==> src/rtl/tmds_encoder.sv <==
// DC-balancing stage of a TMDS channel encoder: turns the 9-bit transition-minimized
// word into a registered 10-bit symbol while steering the running disparity toward zero.
module tmds_encoder #(
    parameter int TALLY_WIDTH = 5
) (
    input  logic                   clk_in,
    input  logic                   rst_in,
    input  logic [8:0]             qm_in,
    input  logic                   ve_in,
    input  logic [1:0]             control_in,
    output logic [9:0]             tmds_out,
    output logic [TALLY_WIDTH-1:0] tally_out
);

    localparam int TW = TALLY_WIDTH;
    localparam logic signed [TW-1:0] EIGHT = TW'(8);
    localparam logic signed [TW-1:0] TWO   = TW'(2);

    logic [3:0]           w_n1;
    logic signed [TW-1:0] w_n1x2;
    logic signed [TW-1:0] w_diff;
    logic signed [TW-1:0] w_two_q8;
    logic signed [TW-1:0] w_two_nq8;
    logic signed [TW-1:0] w_tally_next;
    logic signed [TW-1:0] r_tally;
    logic [9:0]           w_sym;
    logic [9:0]           r_tmds;
    logic                 w_tally_zero;
    logic                 w_tally_neg;
    logic                 w_case_a;
    logic                 w_case_b;

    always_comb begin
        w_n1 = 4'd0;
        for (int i = 0; i < 8; i++) begin
            w_n1 = w_n1 + {3'd0, qm_in[i]};
        end
    end

    // w_diff is n1 - n0, i.e. 2*n1 - 8
    assign w_n1x2       = TW'({w_n1, 1'b0});
    assign w_diff       = w_n1x2 - EIGHT;
    assign w_two_q8     = qm_in[8] ? TWO : '0;
    assign w_two_nq8    = qm_in[8] ? '0 : TWO;
    assign w_tally_zero = (r_tally == '0);
    assign w_tally_neg  = r_tally[TW-1];
    assign w_case_a     = w_tally_zero || (w_n1 == 4'd4);
    assign w_case_b     = (!w_tally_neg && (w_n1 > 4'd4)) || (w_tally_neg && (w_n1 < 4'd4));

    always_comb begin
        w_sym        = '0;
        w_tally_next = '0;
        if (!ve_in) begin
            case (control_in)
                2'b00:   w_sym = 10'b1101010100;
                2'b01:   w_sym = 10'b0010101011;
                2'b10:   w_sym = 10'b0101010100;
                default: w_sym = 10'b1010101011;
            endcase
        end else if (w_case_a) begin
            w_sym        = {~qm_in[8], qm_in[8], qm_in[8] ? qm_in[7:0] : ~qm_in[7:0]};
            w_tally_next = qm_in[8] ? (r_tally + w_diff) : (r_tally - w_diff);
        end else if (w_case_b) begin
            // Invert the data byte to pull the disparity back toward zero
            w_sym        = {1'b1, qm_in[8], ~qm_in[7:0]};
            w_tally_next = r_tally + w_two_q8 - w_diff;
        end else begin
            w_sym        = {1'b0, qm_in[8], qm_in[7:0]};
            w_tally_next = r_tally - w_two_nq8 + w_diff;
        end
    end

    // Free-running: one symbol per clock, no handshake.
    always_ff @(posedge clk_in) begin
        if (rst_in) begin
            r_tmds  <= '0;
            r_tally <= '0;
        end else begin
            r_tmds  <= w_sym;
            r_tally <= w_tally_next;
        end
    end

    assign tmds_out  = r_tmds;
    assign tally_out = r_tally;

endmodule

==> config.mk <==
export PLATFORM = sky130hd
export DESIGN_NAME = tmds_encoder
export DESIGN_NICKNAME = d
export VERILOG_FILES = /design/src/rtl/tmds_encoder.sv
export SDC_FILE = /design/constraint.sdc
export NUM_CORES = 1
export LEC_CHECK = 0
export BUFFER_PORTS_ARGS = -buffer_cell sky130_fd_sc_hd__buf_2
export CAP_MARGIN = 20
export CORE_MARGIN = 8
export CORE_UTILIZATION = 40
export DETAILED_ROUTE_END_ITERATION = 8
export PLACE_DENSITY = 0.68
export SLEW_MARGIN = 20
export SYNTH_ARGS = -nofsm -noshare
export SYNTH_HDL_FRONTEND = slang
export SYNTH_SLANG_ARGS = --single-unit
export TNS_END_PERCENT = 100
==> constraint.sdc <==
create_clock -name clk_in -period 9.6 [get_ports clk_in]
set_input_delay 0 -clock clk_in [delete_from_list [all_inputs] [get_ports clk_in]]
set_output_delay 0 -clock clk_in [all_outputs]
set_load 0.1 [all_outputs]
# Word-level counts from Yosys, hierarchy flattened
# Cells that the tools add are included.
[op_classes]
add_sub_neg = 14
mul = 0
div = 0
order_cmp = 2
eq_ne = 3
shifts = 0
mux = 10
bitwise = 3
n_reduce_logical = 8
[ops]
columns = ["op", "count"]
rows = [
  ["$mux W10", 3],
  ["$pmux W10 S3", 1],
  ["$add A4 B1 Y4", 4],
  ["$mux W5", 3],
  ["$add A5 B5 Y5", 2],
  ["$sub A5 B5 Y5", 2],
  ["$mux W8", 1],
  ["$not A8 Y8", 1],
  ["$add A5 B3 Y5", 1],
  ["$logic_not A5 Y1", 1],
  ["$sub A5 B3 Y5", 1],
  ["$sub A5 B5 Y5 const B", 1],
  ["$add A3 B1 Y4", 1],
  ["$eq A4 B3 Y1 const B", 1],
  ["$gt A4 B3 Y1 const B", 1],
  ["$lt A4 B3 Y1 const B", 1],
  ["$mux W2", 2],
  ["$add A2 B1 Y3", 1],
  ["$add A1 B1 Y2", 1],
  ["$eq A2 B1 Y1 const B", 1],
  ["$eq A2 B2 Y1 const B", 1],
  ["$logic_and A1 B1 Y1", 2],
  ["$logic_not A2 Y1", 1],
  ["$logic_or A1 B1 Y1", 2],
  ["other kinds (3)", 4],
]
[totals]
register_bits = 15
latch_bits = 0
ramBits = 0
romBits = 0
output_inout_bits = 15
mem_count = 0

# Depth between registers and ports, before layout
# Gate-level depths: netlist of the first run.
[depth]
depth_word = 13
mapped_depth = 18
ltp_nobuf = 18

# Worst setup path before layout of the first run
# No wires, ideal clock.
[synth_timing]
path_type = "input -> register"
startpoint = "input port qm_in[0]"
endpoint = "register r_tally[4] (netlist: tally_out[4])"
arrival_time_ns = 4.017
slack_ns = 5.461
stages = 17
path_buffers = 0
path_cell_list = "inv_1 -> fa_1 -> fa_1 -> fa_1 -> inv_1 -> ha_1 -> inv_1 -> fa_1 -> ha_1 -> inv_1 -> ha_1 -> nor2b_1 -> o311a_1 -> o32a_1 -> a211oi_1 -> or3_1 -> a21oi_1"
[synth_between]
elab_chain_len = 12
elab_cells_between_ends = 22
[synth_rtl]
columns = ["item", "line_no", "source"]
rows = [
  ["from (decl)", "8", "input logic [8:0] qm_in,"],
  ["$add A1 B1 Y2 *", "36", "w_n1 = w_n1 + {3'd0, qm_in[i]};"],
  ["$add A2 B1 Y3 *", "36", ""],
  ["$add A3 B1 Y4 *", "36", ""],
  ["$add A4 B1 Y4 * (4 in series)", "36", ""],
  ["parallel branches: the longest is 4 deep, another holds $sub A5 B5 Y5", "n/a", ""],
  ["$mux W5 *", "60", "end else if (w_case_a) begin"],
  ["to (signal assigned)", "80", "r_tally <= w_tally_next;"],
  ["to (decl)", "25", "logic signed [TW-1:0] r_tally;"],
]
# Mark *: on every way between the ends.
# A chain may end at the register's enable or synchronous reset.

# Worst setup path in the final report of the first run
# Same ends and word-level chain as after synthesis.

==> impl_metrics.py, run 1 <==
metrics = {
    "outcome": {
        "outcome": "completed",
    },
    "worst_setup_path": {
        "critical-path-max-stage-delay_ps": 560,
        "cp.buffers_inverters": 5,
        "cp_data_arrival_time_ps": 4410,
        "timing.critical_path.to_type": "flop",
        "worst-r2r-setup-slack_ps": 6940,
        "path_delay_family": "adder cells",
        "cpMaxStageDelayCell": "fa_1",
        "timing_worst_setup_path_type": "in -> reg",
        "worst_r2r_startpoint": "tally_out[1]",
        "worstReg2RegEnd": "tally_out[4]",
        "start_kind": "input port",
        "timing.critical_path.required_ps": 9780,
        "worstPathCellList": "buf_2, inv_1, fa_1, fa_1, fa_1, inv_1, ha_1, inv_1, fa_1, ha_1, inv_1, ha_1, nor2b_1, o311a_1, o32a_1, a211oi_1, or3_1, a21oi_1",
        "worst-path-max-fanout": 5,
        "timing.reg2reg.worst_path_depth": 10,
    },
    "drt": {
        "drc_errors": 0,
        "post_drt_wl_per_cell_um": 13.1,
        "drtAntennaViolNets": 0,
        "wirelength_um": 2980,
        "via_per_inst": 4.83,
        "detailedRoute.firstPassIterationCount": 4,
        "detail_route.iter0.violations": 17,
        "num_vias": 1101,
    },
    "synthesis": {
        "postSynthCellCount": 154,
        "synth_async_sr_flop_share": 0,
        "seq_area_frac_synth": 0.197,
        "syn_nets": 194,
        "synthesis_warnings": 0,
        "avgSynthCellArea_um2": 9.25,
        "number_of_enable_type_register_cells_in_the_synthesized_netlist": 0,
        "synth.lib_cells_used.distinct": 42,
        "dominantRegCellSynth": "dfxtp_1",
        "syn-cell-area_mm2": 0.00142,
        "yosys_register_bits": 14,
    },
    "timing": {
        "post-route-period-util": 0.441,
        "finalSetupViolCount": 0,
        "fin_tns_setup_ps": 0,
        "slew-limit-headroom": 0.654,
        "timing.fmax_mhz": 236,
        "worstMarginPinSlew_ps": 515,
        "final.min_clock_period_ps": 4230,
        "finClkSkew_ps": 3.31,
        "timing.final.hold_violations": 0,
        "fin_worst_hold_slack_ps": 4.94,
        "setup_repair_after_global_routing_missed_its_margin": "false",
        "report.final.slew_viol_count": 0,
    },
    "place": {
        "io_buffer_count": 27,
        "place_hpwl_um": 2470,
        "placed_cells_incl_taps": 223,
        "gp_routability_congestion": 0.852,
    },
    "global_routing": {
        "grt_first_pass_wirelength_um": 5060,
        "groute.layer.met2.usage": 0.192,
        "grt.overflow.total": 0,
        "met3_usage": 0.0237,
        "grtUsageTotal": 0.115,
        "grt_pass1_vias": 1116,
        "maximum_number_of_pins_on_one_net_before_global_route_repair": 15,
        "globalRoute.busiestLayer": "met2",
        "antenna_violations_before_repair": 0,
        "grt_util_met1": 0.145,
    },
    "min_path": {
        "min_from": "qm_in[0]",
        "whs_endpoint": "tmds_out[0]",
        "hp-class": "in -> reg",
        "whs_path_depth": 3,
    },
    "clocking": {
        "clkSinkCount": 14,
        "tritoncts.num_buffers": 3,
        "cts_htree_levels": 1,
        "clock_buffer_depth": 2,
        "clock_tree_from_tritoncts": "yes",
        "post-cts-setup-buffer-count": 0,
        "clkSlewWorstSetupHoldPaths_ps": 100,
        "root_buffer": "clkbuf_4",
        "cts.hold.buffers_added": 1,
        "cts.repair.resized": 0,
        "clkLatencyLatePin_ps": 290,
    },
    "floorplanning": {
        "fp-row-count": 21,
        "die_width_um": 75.7,
        "ios": 29,
        "placeableCoreArea_mm2": 0.00339,
        "floorplan.die.height_um": 75.7,
        "design.die.area_mm2": 0.00572,
        "initial_core_util": 0.420,
    },
    "layout": {
        "fraction_of_final_layout_cells_with_drive_strength_greater_than_1": 0.242,
        "final_nets": 223,
        "antenna-diode-count": 0,
        "non_filler_cells_in_the_finished_layout": 228,
        "syn_to_final_growth_pct": 14.4,
        "num-fill-cells": 329,
    },
    "run": {
        "max_cap_viol_count": 0,
    },
}
==> flip-flops by register name, summed over array words and instances, names as in the netlist <==
name       count
tmds_out      10
tally_out      4
==> cell families after synthesis <==
family	synth area share
DFF	0.197
AOI/OAI and AO/OA	0.164
and+or+nand+nor	0.119
muxes	0.0228
other	0.00263
buffers and inverters	0.0949
xor gates and xnor gates	0.117
adders and majority gates	0.283
==> layout make-up <==
cell class | instances | area [um^2] | share of cell area
Multi-Input combinational cell | 109 | 1010 | 0.619
Tap cell | 46 | 57.6 | 0.0353
Clock buffer | 4 | 36.3 | 0.0223
Timing Repair Buffer | 28 | 145 | 0.0891
Sequential cell | 14 | 280 | 0.172
Inverter | 27 | 101 | 0.0622
==> metrics by stage <==
step	area, um^2	setup WS (ps)	utilization
2_1_floorplan	1420	5460	-
3_3_place_gp	1580	5120	0.467
3_5_place_dp	1580	5090	0.467
4_1_cts	1630	5380	0.481
5_1_grt	1630	5140	0.481
6_report	1630	5370	0.481
==> synthesized netlist by cell type (2+ instances only) <==
cell type / instances / share of area
inv_1: 27 / 0.071
ha_1: 17 / 0.15
xnor2_1: 17 / 0.10
a21oi_1: 15 / 0.053
dfxtp_1: 14 / 0.20
fa_1: 9 / 0.13
nor2_1: 9 / 0.024
a211oi_1: 3 / 0.016
nand2b_1: 3 / 0.013
nor2b_1: 3 / 0.013
buf_6: 2 / 0.016
nor3_1: 2 / 0.0070
o21ai_0: 2 / 0.0070
or2_2: 2 / 0.0088
xor2_1: 2 / 0.012
==> worst max-delay path by stage <==
stage                  start  depth (start not counted)           end
floorplan           qm_in[0]                         17  tally_out[4]
global placement    qm_in[0]                         18  tally_out[4]
detailed placement  qm_in[0]                         18  tally_out[4]
CTS                 qm_in[0]                         18  tally_out[4]
global route        qm_in[0]                         18  tally_out[4]
finish              qm_in[0]                         18  tally_out[4]
==> placed cells by master, fill, tap and decap left out, types with 2 or more instances in the layout <==
cell,Yosys,routed
nand2b_1,3,3
buf_2,0,27
clkbuf_4,0,3
fa_1,9,9
a211oi_1,3,3
xor2_1,2,2
inv_1,27,27
or2_2,2,2
nor3_1,2,2
nor2b_1,3,3
nor2_1,9,9
a21oi_1,15,15
o21ai_0,2,2
ha_1,17,17
xnor2_1,17,17
dfxtp_1,14,14
==> metal layers <==
metal | vias up | wire, um
met4 | 0 | 38
met2 | 26 | 1410
met3 | 4 | 136
met1 | 509 | 1400
met5 | - | 0
li1 | 562 | -
==> worst min-delay path, delay by kind of cell <==
family,cells,cell delay [ps]
buffers and inverters,1,90
XOR/XNOR,1,110
AO/OA/AOI/OAI,1,60
Power of run 1 is left out: the tool's default activity adds up to more than one toggle a clock period on the data nets, which glitch-free logic cannot reach.
==> inputs of run 2 (changes only) <==
ABC_AREA = 1   (was not set)
clock period = 4.1 ns   (was 9.6 ns; I/O delays follow)
==> impl_metrics.py, run 2 <==
metrics = {
    "clocking": {
        "clkSinkCount": 14,
        "tritoncts.num_buffers": 3,
        "clkSlewWorstSetupHoldPaths_ps": 90,
        "cts_htree_levels": 1,
        "clock_buffer_depth": 2,
        "clock_tree_from_tritoncts": "yes",
        "clkLatencyLatePin_ps": 290,
        "root_buffer": "clkbuf_4",
    },
    "power": {
        "vdd_ir_drop_max_v": 0.000375,
        "p_leak_nw": 0.967,
        "share_comb_of_total_power": 0.801,
        "power.share.clock": 0.069,
        "internal-power_w": 0.000606,
        "power.share.sequential": 0.129,
        "switching_portion_of_total_power": 0.594,
        "switchingPower_w": 0.000887,
        "pwr_density_cell_mw_per_mm2": 860,
    },
    "place": {
        "gp_routability_congestion": 0.766,
        "place_hpwl_um": 2570,
        "io_buffer_count": 27,
        "detailedPlace.worstSlack_ps": 19.6,
    },
    "global_routing": {
        "grt.overflow.total": 0,
        "maximum_number_of_pins_on_one_net_before_global_route_repair": 11,
        "grtUsageTotal": 0.112,
        "grt_pass1_vias": 1212,
        "grt_first_pass_wirelength_um": 5420,
        "antenna_violations_before_repair": 0,
    },
    "synthesis": {
        "dominantRegCellSynth": "dfxtp_1",
        "yosys-top-cells-area": "dfxtp_1 (19%), ha_1 (15%), fa_1 (12%), nand2_1 (11%), inv_1 (10%)",
        "synth.lib_cells_used.distinct": 31,
        "postSynthCellCount": 198,
        "synth_largest_type_area_fraction": 0.193,
        "seq_area_frac_synth": 0.193,
        "synth.cells.most_frequent": "nand2_1 (41), inv_1 (39), nand3_1 (22)",
        "yosysTopAreaCell": "dfxtp_1",
        "synthesis_warnings": 0,
        "number_of_enable_type_register_cells_in_the_synthesized_netlist": 0,
        "yosys_register_bits": 14,
        "syn_nets": 238,
        "avgSynthCellArea_um2": 7.34,
        "syn-cell-area_mm2": 0.00145,
        "most_numerous_cell_in_the_yosys_netlist": "nand2_1",
        "synth_async_sr_flop_share": 0,
    },
    "layout": {
        "num-fill-cells": 366,
        "syn_to_final_growth_pct": 19.4,
        "most-common-layout-cells": "nand2_1 (41), inv_1 (39), buf_2 (27)",
        "fraction_of_final_layout_cells_with_drive_strength_greater_than_1": 0.202,
        "multi_input_area_mm2": 0.00100,
        "final_common_cell": "nand2_1",
        "final_nets": 274,
        "area.sequential_um2": 280,
        "largest_reg_flops": 10,
        "antenna-diode-count": 0,
    },
    "worst_setup_path": {
        "timing_worst_setup_path_type": "in -> reg",
        "cp_data_arrival_time_ps": 4140,
        "cpMaxStageDelayCell": "fa_2",
        "critical-path-max-stage-delay_ps": 580,
        "worst_r2r_startpoint": "tally_out[2]",
        "timing.critical_path.to_type": "flop",
        "worstPathCellList": "dlygate4sd3_1, buf_2, inv_1, fa_1, fa_1, inv_1, ha_1, inv_1, fa_2, ha_2, nand3_1, nor2_2, nor2_4, nand2_8, nand2_8, nand2_1, nand3_1, a21oi_1, dlygate4sd3_1",
        "cp_common_cell": "inv_1",
        "timing.critical_path.required_ps": 4330,
        "critPathLaunch": "qm_in[5]",
        "worst-path-max-fanout": 10,
        "start_kind": "input port",
    },
    "outcome": {
        "outcome": "completed",
    },
    "timing": {
        "post-route-period-util": 0.952,
        "timing.fmax_mhz": 256,
        "report.final.slew_viol_count": 0,
        "slew-limit-headroom": 0.636,
        "finalSetupViolCount": 0,
        "fin_worst_hold_slack_ps": 7.70,
        "worstMarginPinSlew_ps": 541,
        "final.min_clock_period_ps": 3910,
        "setup_repair_after_global_routing_missed_its_margin": "false",
        "fin_tns_setup_ps": 0,
        "finClkSkew_ps": 6.35,
        "setup_slack_ps": 195,
        "timing.final.hold_violations": 0,
    },
    "drt": {
        "detail_route.iter0.violations": 58,
        "drc_errors": 0,
        "via_per_inst": 4.46,
        "num_vias": 1252,
        "wirelength_um": 3040,
        "post_drt_wl_per_cell_um": 10.8,
        "detailedRoute.firstPassIterationCount": 4,
        "drtAntennaViolNets": 0,
    },
    "floorplanning": {
        "die_width_um": 76.3,
        "design.die.area_mm2": 0.00582,
        "floorplan.die.height_um": 76.3,
        "initial_core_util": 0.406,
        "ios": 29,
        "placeableCoreArea_mm2": 0.00358,
        "fp-row-count": 22,
    },
    "min_path": {
        "min_from": "qm_in[0]",
        "hp-class": "in -> reg",
    },
    "run": {
        "max_cap_viol_count": 0,
    },
}
-- run 2: power by group through the flow --
stage,combinational (W),sequential [W],clock (W)
after floorplan,0.000743,0.000456,0
after global placement,0.00118,0.000196,0
after detailed placement,0.00119,0.000198,0
after CTS,0.00120,0.000194,0.000108
after global routing,0.00135,0.000198,0.000115
final,0.00120,0.000193,0.000104
-- run 2: logic make-up after synthesis --
group | Yosys count | share of synthesized area
other | 1 | 0.00258
XOR/XNOR | 5 | 0.0301
buffers and inverters | 44 | 0.122
flip-flops | 14 | 0.193
AO/OA/AOI/OAI | 21 | 0.0757
adder cells (fa/ha/maj) | 26 | 0.270
AND/OR/NAND/NOR | 87 | 0.306
-- run 2: what timing repair did --
| action | 4_1_cts | 5_1_grt |
|---|---|---|
| hold endpoints to repair | 9 | 0 |
| setup buffers | 0 | 0 |
| hold buffers | 7 | 0 |
| setup endpoints to repair | 0 | 1 |
| gates resized for setup | 0 | 2 |
-- run 2: final timing paths --
kind,to,slack [ps],cells after the start
max,tmds_out[1],190,19
min,tmds_out[0],8,4
max reg2reg,tally_out[4],2000,14
min reg2reg,tally_out[1],710,3
-- run 2: worst max-delay path: cells and delay by family --
family,cells,cell delay (ps)
buffers and inverters,6,1380
adders and majority gates,5,1930
AOI/OAI and AO/OA,1,110
and+or+nand+nor,7,700
-- run 2: area by class of cell --
cell class | count | area share
Tap cell | 48 | 0.0346
Inverter | 41 | 0.0886
Multi-Input combinational cell | 140 | 0.576
Sequential cell | 14 | 0.161
Clock buffer | 4 | 0.0209
Timing Repair Buffer | 34 | 0.118
-- run 2: routing by layer --
metal | up-vias | GRT usage | share of wire
met2 | 18 | 0.178 | 0.46
met3 | 4 | 0.0236 | 0.041
met5 | - | 0 | 0
met4 | 0 | 0.0577 | 0.022
li1 | 687 | - | -
met1 | 543 | 0.137 | 0.48
-- run 2: through the flow --
stage,power [W],utilization,cell area (um^2),cells
after floorplan,0.00120,-,1450,198
after global placement,0.00137,0.454,1630,270
after detailed placement,0.00139,0.454,1630,270
after CTS,0.00150,0.484,1730,281
after global routing,0.00166,0.485,1740,281
final,0.00149,0.485,1740,281
(Power assumes the default switching activity.)
